==> src/rtl/ascon_serial_io.sv <==
// Serial load/unload wrapper around a parallel Ascon AEAD core: W-bit beats in,
// parallel operands to the core, W-bit beats of result and tag back out.
module ascon_serial_io #(
  parameter int unsigned K = 128,
  parameter int unsigned L = 128,
  parameter int unsigned Y = 128,
  parameter int unsigned W = 8
) (
  input  logic         clk,
  input  logic         rst,
  input  logic         in_valid,
  output logic         in_ready,
  input  logic [W-1:0] key_in,
  input  logic [W-1:0] nonce_in,
  input  logic [W-1:0] ad_in,
  input  logic [W-1:0] data_in,
  input  logic [W-1:0] tag_in,
  input  logic         mode,
  input  logic         start,
  output logic         core_start,
  output logic         core_mode,
  output logic [K-1:0] core_key,
  output logic [127:0] core_nonce,
  output logic [L-1:0] core_ad,
  output logic [Y-1:0] core_data,
  input  logic         core_done,
  input  logic [Y-1:0] core_result,
  input  logic [127:0] core_tag,
  output logic         out_valid,
  input  logic         out_ready,
  output logic [W-1:0] data_out,
  output logic [W-1:0] tag_out,
  output logic         auth_fail,
  output logic [15:0]  lat_cnt
);

  localparam int unsigned M1 = (K > L) ? K : L;
  localparam int unsigned M2 = (Y > 128) ? Y : 128;
  localparam int unsigned M  = (M1 > M2) ? M1 : M2;
  localparam int unsigned NB = M / W;   // load beats
  localparam int unsigned NO = M2 / W;  // unload beats
  localparam int unsigned CW = $clog2(NB + 1);

  if ((K % W) != 0 || (L % W) != 0 || (Y % W) != 0 || (128 % W) != 0) begin : g_bad_w
    $error("ascon_serial_io: K, L, Y and 128 must be multiples of W");
  end

  typedef enum logic [2:0] {S_IDLE, S_LOAD, S_ARMED, S_RUN, S_UNLOAD} state_t;

  state_t         state, next;
  logic [CW-1:0]  cnt;
  logic [127:0]   tag_r;
  logic [Y-1:0]   res_r;
  logic [127:0]   tagc_r;
  logic           acc;
  logic           fail;

  assign in_ready  = rst && (state == S_IDLE || state == S_LOAD);
  assign acc       = in_valid && in_ready;
  assign out_valid = (state == S_UNLOAD);
  assign data_out  = res_r[Y-1 -: W];
  assign tag_out   = tagc_r[127 -: W];
  assign fail      = core_mode && (core_tag != tag_r);

  always_ff @(posedge clk or negedge rst) begin
    if (!rst) state <= S_IDLE;
    else      state <= next;
  end

  always_comb begin
    next = state;
    case (state)
      S_IDLE:   if (acc) next = (NB == 1) ? S_ARMED : S_LOAD;
      S_LOAD:   if (acc && cnt == CW'(NB - 1)) next = S_ARMED;
      S_ARMED:  if (start) next = S_RUN;
      S_RUN:    if (core_done) next = S_UNLOAD;
      S_UNLOAD: if (out_ready && cnt == CW'(NO - 1)) next = S_IDLE;
      default:  next = S_IDLE;
    endcase
  end

  // Lanes are shift registers fed MSB first; a lane stops shifting once it
  // has taken len/W beats, so later slices are dropped and stale data is
  // fully displaced by the next load.
  always_ff @(posedge clk or negedge rst) begin
    if (!rst) begin
      cnt        <= '0;
      core_key   <= '0;
      core_nonce <= '0;
      core_ad    <= '0;
      core_data  <= '0;
      tag_r      <= '0;
      res_r      <= '0;
      tagc_r     <= '0;
      core_start <= 1'b0;
      core_mode  <= 1'b0;
      auth_fail  <= 1'b0;
      lat_cnt    <= '0;
    end else begin
      core_start <= 1'b0;
      if (acc) begin
        if (cnt < CW'(K / W))   core_key   <= (core_key << W)   | K'(key_in);
        if (cnt < CW'(128 / W)) core_nonce <= (core_nonce << W) | 128'(nonce_in);
        if (cnt < CW'(L / W))   core_ad    <= (core_ad << W)    | L'(ad_in);
        if (cnt < CW'(Y / W))   core_data  <= (core_data << W)  | Y'(data_in);
        if (cnt < CW'(128 / W)) tag_r      <= (tag_r << W)      | 128'(tag_in);
        cnt <= (next == S_ARMED) ? '0 : cnt + CW'(1);
      end
      case (state)
        S_ARMED: if (start) begin
          core_mode  <= mode;
          core_start <= 1'b1;
          lat_cnt    <= '0;
          auth_fail  <= 1'b0;
        end
        S_RUN: if (core_done) begin
          res_r     <= fail ? '0 : core_result;
          tagc_r    <= core_tag;
          auth_fail <= fail;
        end else if (lat_cnt != '1) begin
          lat_cnt <= lat_cnt + 16'd1;
        end
        S_UNLOAD: if (out_ready) begin
          res_r  <= res_r << W;
          tagc_r <= tagc_r << W;
          cnt    <= (cnt == CW'(NO - 1)) ? '0 : cnt + CW'(1);
        end
        default: ;
      endcase
    end
  end

endmodule

==> config.mk <==
export PLATFORM = sky130hd
export DESIGN_NAME = ascon_serial_io
export DESIGN_NICKNAME = d
export VERILOG_FILES = /design/src/rtl/ascon_serial_io.sv
export SDC_FILE = /design/constraint.sdc
export NUM_CORES = 1
export LEC_CHECK = 0
export BUFFER_PORTS_ARGS = -buffer_cell sky130_fd_sc_hd__buf_2
export CORE_AREA = 4 4 365 367
export CTS_BUF_LIST = sky130_fd_sc_hd__clkbuf_4 sky130_fd_sc_hd__clkbuf_8 sky130_fd_sc_hd__clkbuf_16
export DETAILED_ROUTE_END_ITERATION = 8
export DIE_AREA = 0 0 369 371
export GPL_ROUTABILITY_DRIVEN = 0
export GPL_TIMING_DRIVEN = 0
export PLACE_DENSITY = 0.53
export RECOVER_POWER = 50
export SYNTH_ARGS = -nofsm -noshare
export SYNTH_HDL_FRONTEND = slang
export SYNTH_SLANG_ARGS = --single-unit
==> constraint.sdc <==
create_clock -name clk -period 3.2 [get_ports clk]
set_clock_uncertainty 0.1 [all_clocks]
set_input_delay 0.32 -clock clk [delete_from_list [all_inputs] [get_ports clk]]
set_output_delay 0.32 -clock clk [all_outputs]
set_load 0.02 [all_outputs]
==> out/qor.yml <==
critPathRequiredTime_ps: 2780
port-buffer-count: 851
fin_cells: 6182
cap_violations: 3
outcome: "finished, violations left"
tightest_slew_ps: 1600
violations: "negative hold slack, max-capacitance violations, max-slew violations"
hold_ws_ps: -265
synth_flop_cell: "dfrtp_1"
insertion_delay_ps: 720
postRouteAntennaNets: 0
layout-area-overhead-vs-synth_pct: 32.7
cts-root-buf: "clkbuf_16"
antenna_found_initial: 9
synthArstFlopShare: 1.00
hold_viol_final: 105
die_w_um: 369
drc: 0
path_clk_slew_ps: 60
startpoint_type: "register"
die_height_um: 371
cts_hold_buffers: 307
layout-drive-gt1-share: 0.295
nets: 4662
irDropWorstVdd_uv: 633
first_pass_iters: 5
dieArea_sq_um: 137000
synth_cell_types: 49
cts.sinks: 923
dp_hpwl_mm: 107
h-tree-depth: 3
slew_viol_final: 281
core_area_sq_um: 129000
netlist_area_sq_um: 38700
r2r_cells: 9
grt_usage: 0.202
cp-end-kind: "output port"
hp-class: "in2async"
grt_pass1_vias: 31238
placed_cells: 5683
synth_cells: 3081
dr_total_vias: 29671
synth.most_common_cell: "dfrtp_1"
synth_edf_count: 0
drt_iter0_markers: 2104
fillers: 12933
design_area_sq_um: 51400
path_max_fanout: 10
worstSetupPathType: "reg2out"
vias_per_cell: 4.80
dpl_cell_area_sq_um: 45400
slew-limit-headroom: -0.0698
synth_top_area_share: 0.596
numCtsBuffers: 102
initial_core_util: 0.299
r2r-start: "state[1]"
wirelength_mm: 142
power_density_nw_per_um2: 977
power_leakage_nw: 23.7
cts_tree: "done"
finalCritPeriodShare: 0.920
rsz0062_at_grt: "no"
synth_nets: 3388
grt_max_degree: 118
ys_ff_latch: 923
synth_top_area_cell: "dfrtp_1"
avgRoutedWirePerCell_um: 22.9
max_freq_ghz: 0.340
final-setup-viol-count: 0
synth_common_cells: "dfrtp_1, mux2_2, nand2_1"
worstSetupEndpoint: "out_valid"
avgSynthCellArea_sq_um: 12.6
clockBufferDepth: 3
grt.overflow.total: 0
synth_area_leaders: "dfrtp_1, mux2_2, xor2_1, nand2_1, and3_1"
placementRows: 132
finalCriticalPeriod_ps: 2940
ys_warn_count: 0
ios: 852
worstPathArrival_ps: 2520
r2r_slack_ps: 300
synth-seq-area-share: 0.596
grt_pass1_wl_mm: 209
crit_path_start: "state[1]"
regToRegEndpoint: "tagc_r[108]"
[metal layers]
layer / global-route usage / share of wire / up-vias / wire length (um)
li1: - / - / 13379 / -
met1: 0.254 / 0.41 / 15033 / 58200
met2: 0.339 / 0.48 / 1036 / 68500
met3: 0.0556 / 0.074 / 223 / 10400
met4: 0.0592 / 0.031 / 0 / 4340
met5: 0 / 0 / - / 0
[logic make-up (layout without fill, tap and decap cells)]
| logic type | Yosys count | after routing | share of synthesized area |
|---|---|---|---|
| simple gates | 725 | 725 | 0.0872 |
| flops | 923 | 923 | 0.596 |
| other cells | 0 | 6 | 0 |
| fa+ha+maj | 4 | 4 | 0.00129 |
| buf+inv | 238 | 1591 | 0.0350 |
| xor+xnor | 142 | 142 | 0.0321 |
| mux | 642 | 642 | 0.187 |
| compound gates | 407 | 407 | 0.0613 |
[what timing repair did]
action / in CTS / in global routing
endpoints found under the setup margin: 656 / 11
buffers inserted: 3 / 0
hold endpoints to repair: 524 / 105
gates resized for setup: 6 / 3
pin swaps: 1 / 0
[how the worst min path moves through the flow]
stage                         start  cells past startpoint          to
after floorplan                 rst                      0   auth_fail
after global placement    res_r[10]                      2   res_r[10]
after detailed placement        rst                      1  res_r[109]
after CTS                       rst                      4  tagc_r[20]
after global routing            rst                      4  lat_cnt[9]
final                           rst                      4  res_r[117]
[power breakdown]
part / leakage (nW) / internal [mW] / switching (mW)
clock: 1.77 / 7.16 / 5.05
combinational: 10.0 / 6.73 / 10.2
sequential: 11.9 / 16.8 / 4.30
total: 23.7 / 30.7 / 19.5
[per-stage QoR]
stage	power [mW]	TNS (ps)	setup slack, ps	util
after detailed placement	38.9	-657170	-1300	0.351
final	50.2	0	256	0.397
after CTS	51.7	0	52.1	0.403
after floorplan	30.7	0	984	-
after global placement	38.6	-	-19470	0.349
after global routing	53.0	0	49.2	0.397
[flip-flops by register name, summed over array words and instances (netlist names)]
name        count
core_ad       128
lat_cnt        16
res_r         128
tag_r         128
core_key      128
core_start      1
state           3
cnt             5
core_mode       1
core_data     128
auth_fail       1
core_nonce    128
tagc_r        128
[worst max-delay path, cell delays in order (launching register included)]
cell and delay [ps]:
dfrtp_1 460, nor2_2 180, nand2_4 160, inv_2 110
buf_4 210, buf_4 240, clkbuf_8 260, buf_2 200
[area by class of cell]
type | instances | area [sq um] | area share
diodes | 6 | 15.0 | 0.000292
plain buffers | 226 | 1320 | 0.0257
clock buffers | 161 | 3180 | 0.0618
clock inverters | 22 | 335 | 0.00653
inverters | 12 | 45.0 | 0.000877
multi-input cells | 1920 | 14300 | 0.278
flip-flops and latches | 923 | 23100 | 0.449
well taps | 1742 | 2180 | 0.0424
repair buffers | 1170 | 6930 | 0.135
[placed cells by master (no fill, tap or decap), types with 4 or more instances in the layout]
master and instances:
a211oi_2 8, a21oi_1 128, a22o_1 9, a31oi_1 120, and3_1 124, buf_16 9, buf_2 352, buf_4 81
buf_6 14, bufinv_16 4, clkbuf_1 628, clkbuf_16 103, clkbuf_4 34, clkbuf_8 27, clkinv_16 4, clkinv_2 10
dfrtp_1 923, diode_2 6, dlygate4sd3_1 303, ha_1 4, inv_1 11, mux2_2 641, nand2_1 274, nand3_1 126
nand4_1 9, nor2_1 141, nor4_1 34, o21ai_0 12, o21ai_1 118, xnor2_1 13, xor2_1 129
Note: power is estimated with default switching activity, not from simulation.
